$ cat src/rtl/majority_vote_ctrl.sv
// majority_vote_ctrl: opens a vote round on start_i, collects one vote per
// voter (first vote wins), decides a strict majority over WIDTH_IN voters and
// presents the registered decision on a valid/ready handshake.
// Optional: define MAJ_CTRL_TIMEOUT_EN to force a decision after TIMEOUT
// cycles in COLLECT; otherwise COLLECT waits for every voter.
module majority_vote_ctrl #(
  parameter int WIDTH_IN = 5,
  parameter int TIMEOUT  = 16
) (
  input  logic                           clk,
  input  logic                           rst,
  input  logic                           start_i,
  input  logic [WIDTH_IN-1:0]            vote_valid_i,
  input  logic [WIDTH_IN-1:0]            vote_i,
  output logic                           busy_o,
  output logic [WIDTH_IN-1:0]            voted_mask_o,
  output logic                           result_valid_o,
  input  logic                           result_ready_i,
  output logic                           result_o,
  output logic [$clog2(WIDTH_IN+1)-1:0]  yes_cnt_o,
  output logic                           timeout_o
);

  localparam int CNT_W = $clog2(WIDTH_IN + 1);
  localparam logic [CNT_W-1:0] MAJ_THRESH = CNT_W'(WIDTH_IN / 2 + 1);

  typedef enum logic [1:0] {
    S_IDLE    = 2'd0,
    S_COLLECT = 2'd1,
    S_DECIDE  = 2'd2,
    S_RESULT  = 2'd3
  } state_t;

  state_t              state_q, state_d;
  logic [WIDTH_IN-1:0] vote_q, vote_d;
  logic [WIDTH_IN-1:0] mask_q, mask_d;
  logic                result_q, result_d;
  logic [CNT_W-1:0]    yes_q, yes_d;
  logic                to_q, to_d;
  logic [WIDTH_IN-1:0] accept;
  logic [CNT_W-1:0]    yes_now;

`ifdef MAJ_CTRL_TIMEOUT_EN
  localparam int TW = (TIMEOUT > 1) ? $clog2(TIMEOUT) : 1;
  logic [TW-1:0] timer_q, timer_d;
`endif

  // Zero-extended population count; the result width always holds WIDTH_IN.
  function automatic logic [CNT_W-1:0] popcount(input logic [WIDTH_IN-1:0] bits);
    logic [CNT_W-1:0] sum;
    sum = '0;
    for (int i = 0; i < WIDTH_IN; i++) begin
      sum = sum + CNT_W'(bits[i]);
    end
    return sum;
  endfunction

  // Next-state and datapath update for the round sequencer.
  always_comb begin
    state_d  = state_q;
    vote_d   = vote_q;
    mask_d   = mask_q;
    result_d = result_q;
    yes_d    = yes_q;
    to_d     = to_q;
`ifdef MAJ_CTRL_TIMEOUT_EN
    timer_d  = timer_q;
`endif
    // Only voters not yet counted may latch a vote (first vote wins).
    accept   = vote_valid_i & ~mask_q;
    yes_now  = popcount(vote_q & mask_q);

    case (state_q)
      S_IDLE: begin
        if (start_i) begin
          vote_d   = '0;
          mask_d   = '0;
          result_d = 1'b0;
          yes_d    = '0;
          to_d     = 1'b0;
`ifdef MAJ_CTRL_TIMEOUT_EN
          timer_d  = '0;
`endif
          state_d  = S_COLLECT;
        end
      end
      S_COLLECT: begin
        vote_d = vote_q | (vote_i & accept);
        mask_d = mask_q | accept;
        if (&mask_d) begin
          state_d = S_DECIDE;
        end
`ifdef MAJ_CTRL_TIMEOUT_EN
        else if (timer_q == TW'(TIMEOUT - 1)) begin
          state_d = S_DECIDE;
        end
        timer_d = timer_q + 1'b1;
`endif
      end
      S_DECIDE: begin
        yes_d    = yes_now;
        result_d = (yes_now >= MAJ_THRESH);
`ifdef MAJ_CTRL_TIMEOUT_EN
        // A partial mask here can only mean the timer closed the round.
        to_d     = ~(&mask_q);
`else
        to_d     = 1'b0;
`endif
        state_d  = S_RESULT;
      end
      S_RESULT: begin
        if (result_ready_i) begin
          if (start_i) begin
            vote_d   = '0;
            mask_d   = '0;
            result_d = 1'b0;
            yes_d    = '0;
            to_d     = 1'b0;
`ifdef MAJ_CTRL_TIMEOUT_EN
            timer_d  = '0;
`endif
            state_d  = S_COLLECT;
          end else begin
            state_d  = S_IDLE;
          end
        end
      end
      default: state_d = S_IDLE;
    endcase
  end

  // State and datapath registers, all cleared by asynchronous reset.
  always_ff @(posedge clk or posedge rst) begin
    if (rst) begin
      state_q  <= S_IDLE;
      vote_q   <= '0;
      mask_q   <= '0;
      result_q <= 1'b0;
      yes_q    <= '0;
      to_q     <= 1'b0;
`ifdef MAJ_CTRL_TIMEOUT_EN
      timer_q  <= '0;
`endif
    end else begin
      state_q  <= state_d;
      vote_q   <= vote_d;
      mask_q   <= mask_d;
      result_q <= result_d;
      yes_q    <= yes_d;
      to_q     <= to_d;
`ifdef MAJ_CTRL_TIMEOUT_EN
      timer_q  <= timer_d;
`endif
    end
  end

  assign busy_o         = (state_q != S_IDLE);
  assign result_valid_o = (state_q == S_RESULT);
  assign voted_mask_o   = mask_q;
  assign result_o       = result_q;
  assign yes_cnt_o      = yes_q;
  assign timeout_o      = to_q;

endmodule
$ cat config.mk
export PLATFORM = sky130hd
export DESIGN_NAME = majority_vote_ctrl
export DESIGN_NICKNAME = d
export VERILOG_FILES = /design/src/rtl/majority_vote_ctrl.sv
export SDC_FILE = /design/constraint.sdc
export NUM_CORES = 1
export LEC_CHECK = 0
export BUFFER_PORTS_ARGS = -buffer_cell sky130_fd_sc_hd__buf_2
export CAP_MARGIN = 5
export CORE_ASPECT_RATIO = 0.7
export CORE_UTILIZATION = 40
export CTS_BUF_LIST = sky130_fd_sc_hd__clkbuf_16
export DETAILED_ROUTE_END_ITERATION = 10
export GPL_TIMING_DRIVEN = 0
export SETUP_SLACK_MARGIN = 0.3
export SLEW_MARGIN = 10
export SYNTH_ARGS = -nofsm -noshare
export SYNTH_HDL_FRONTEND = slang
export SYNTH_SLANG_ARGS = --single-unit
$ cat constraint.sdc
create_clock -name clk -period 2.6 [get_ports clk]
set_input_delay 0.65 -clock clk [delete_from_list [all_inputs] [get_ports clk]]
set_output_delay 0.65 -clock clk [all_outputs]
set_load 0.05 [all_outputs]
==> metrics.txt <==
Crit path required time=2730 ps; Compound-Gate Fraction of Synth Area=13.8%; Final setup viols=0; Post-Syn Instances=91; max-cap viol count=0; Cell variety after synth=27; Crit Path Max Fanout=5; crit end category=flip-flop; die width=59.4 um; Slew Limit Headroom=60.4%; Final Skew=1.29 ps; FP Rows=14; Tmin final=2160 ps; Fin Hold WS=464 ps; DR pass1 iterations=2; worst skew pair latency=240 ps; Tcrit/Tclk final=83.1%; n_diodes=0; simple-gate portion of the synthesized area=18.2%; layout cells sized above 1=35.2%; CP Launch Type=flip-flop; Max IR drop VDD=0.725 mV; Root Buffer=clkbuf_16; P per Cell Area=1350 nW/um2; main combinational cell family by area after synthesis=simple AND/OR/NAND/NOR gates; outcome=finished clean; ranking of synthesized cells by area=dfrtp_1 (43%), ha_1 (8.1%), inv_1 (5.7%); RSZ-0062 raised after global routing=no; height of the die=42.2 um; CP endpoint=result_o; EDFF count, synth=0; mux cell area share after synthesis=3.93%; Lkg Pwr=0.000609 uW; kind of critical path=reg -> reg; Slew Viols, Final=0; top-count cell post-synth=dfrtp_1; Layout Nets=145; htree depth=1; Synth top cells by count=dfrtp_1 (16), inv_1 (14), nor2_1 (12); Area Overhead vs Synth=29.0%; final wirelength=1770 um; flops & latches, synth=16; Max Freq=463 MHz; Yosys top cell area share=43.4%; TritonCTS Buffers=3; ys async rst share=100%; Yosys top cell by area=dfrtp_1; Worst R2R End=result_o; sequential area share after synthesis=43.4%; post-DR vias/cell=4.69; post-route non-filler standard cell count=154; CTS Sinks=16; vias in the first global route=692; Setup crit start=voted_mask_o[3]; # DRC=0; Wirelength per Cell=11.5 um; Port Buffer Count=24; CTS max path bufs=2; core area=2150 um2; global-route wire length before repair=3190 um; mapped cell area=922 um2; Least-Margin Pin Slew=589 ps; syn_nets=113; initial drt markers=6; die area=2500 um2; worst min-delay path category=in -> async; Post-Synth Adder-Cell Area=12.5%; post-route ant nets=0; clock tree from TritonCTS=done; FF-to-FF path depth=8; Post-synth top flop=dfrtp_1; initial core utilization=42.8%; GP Congestion=0.824; num ports=26; average size of a mapped cell=10.1 um2; Clk pin slew, worst setup/hold paths=50 ps; CP Data Arrival Time=2290 ps; Ys Warns=0; initial antenna violation count=0; slack of the worst reg-to-reg path=440 ps; Hold Violations, Final=0; DP HPWL=1350 um; placed insts=147; setup_tns=0 ps; Post-Synth XOR/XNOR Area=0%; largest net degree at the start of global routing=17; worst flop-to-flop path startpoint=voted_mask_o[3]; GRT Total Usage=18.2%; via count=722; total gr overflow=0
-- per-stage QoR --
stage	total power (uW)	cell area, um2	setup slack, ps	util, %
final	1610	1190	439	55.2
after global routing	1740	1190	314	55.2
after CTS	1590	1170	382	54.2
after detailed placement	1290	1090	400	50.5
after global placement	1260	1090	413	50.5
after floorplan	1100	928	308	-
-- cells in the final DEF, fill, tap and decap left out, types with 2 or more instances in the layout --
cell / count
buf_2: 24
inv_1: 14
dfrtp_1: 13
nor2_1: 12
a21oi_1: 6
ha_1: 6
a41oi_1: 5
nand2_1: 5
buf_4: 4
nor2b_1: 3
clkbuf_16: 3
dfrtp_2: 3
nor3_4: 2
o22ai_1: 2
fa_1: 2
-- routing by layer --
| metal | up-vias | wire length [um] | GRT usage, % |
|---|---|---|---|
| li1 | 367 | - | - |
| met1 | 338 | 856 | 25.1 |
| met2 | 15 | 798 | 25.4 |
| met3 | 2 | 96 | 7.41 |
| met4 | 0 | 16 | 7.14 |
| met5 | - | 0 | 0 |
-- repair_timing --
item / in CTS / in global routing
hold buffers: 0 / 0
buffers inserted: 0 / 3
gates resized for setup: 0 / 1
endpoints found under the setup margin: 0 / 1
-- area by class of cell --
cell class,instances,area (um2)
Buffer,2,18.8
Clock buffer,3,75.1
Clock inverter,1,3.75
Fill cell,207,965
Inverter,14,52.6
Multi-Input combinational cell,59,453
Sequential cell,16,404
Tap cell,32,40.0
Timing Repair Buffer,27,143
-- registers in the layout, indices dropped and copies added, names as in the netlist --
signal        flops
yes_cnt_o         3
voted_mask_o      5
vote_q            5
state_q           2
result_o          1
-- worst max-delay path, cell delays in order (launching register included) --
cell      delay (ps)
dfrtp_2          420
nand2_1          100
fa_1             440
fa_1             430
inv_1             60
ha_1             230
nor2b_1          130
o211ai_1         150
o21ai_1           80
-- how the worst min path moves through the flow --
stage                            start      endpoint  slack [ps]  cells after the start
after floorplan              vote_q[1]     vote_q[1]         470                      2
after global placement    yes_cnt_o[0]  yes_cnt_o[0]         460                      1
after detailed placement  yes_cnt_o[0]  yes_cnt_o[0]         470                      1
after CTS                          rst    state_q[1]         480                      2
after global routing               rst    state_q[1]         520                      2
final                              rst    state_q[0]         460                      2
-- cell families (layout without fill, tap and decap cells) --
family,count (synthesis),after routing
multiplexers,3,3
flip-flops,16,16
adder cells (fa/ha/maj),8,8
AND/OR/NAND/NOR,28,28
AO/OA/AOI/OAI,19,19
buffers and inverters,16,47
other,1,1
-- where the power goes --
group / switching [uW] / internal [uW] / total, uW
Combinational: 570 / 309 / 879
Sequential: 80.5 / 352 / 432
Clock: 92.1 / 204 / 296
(Power assumes the default switching activity.)
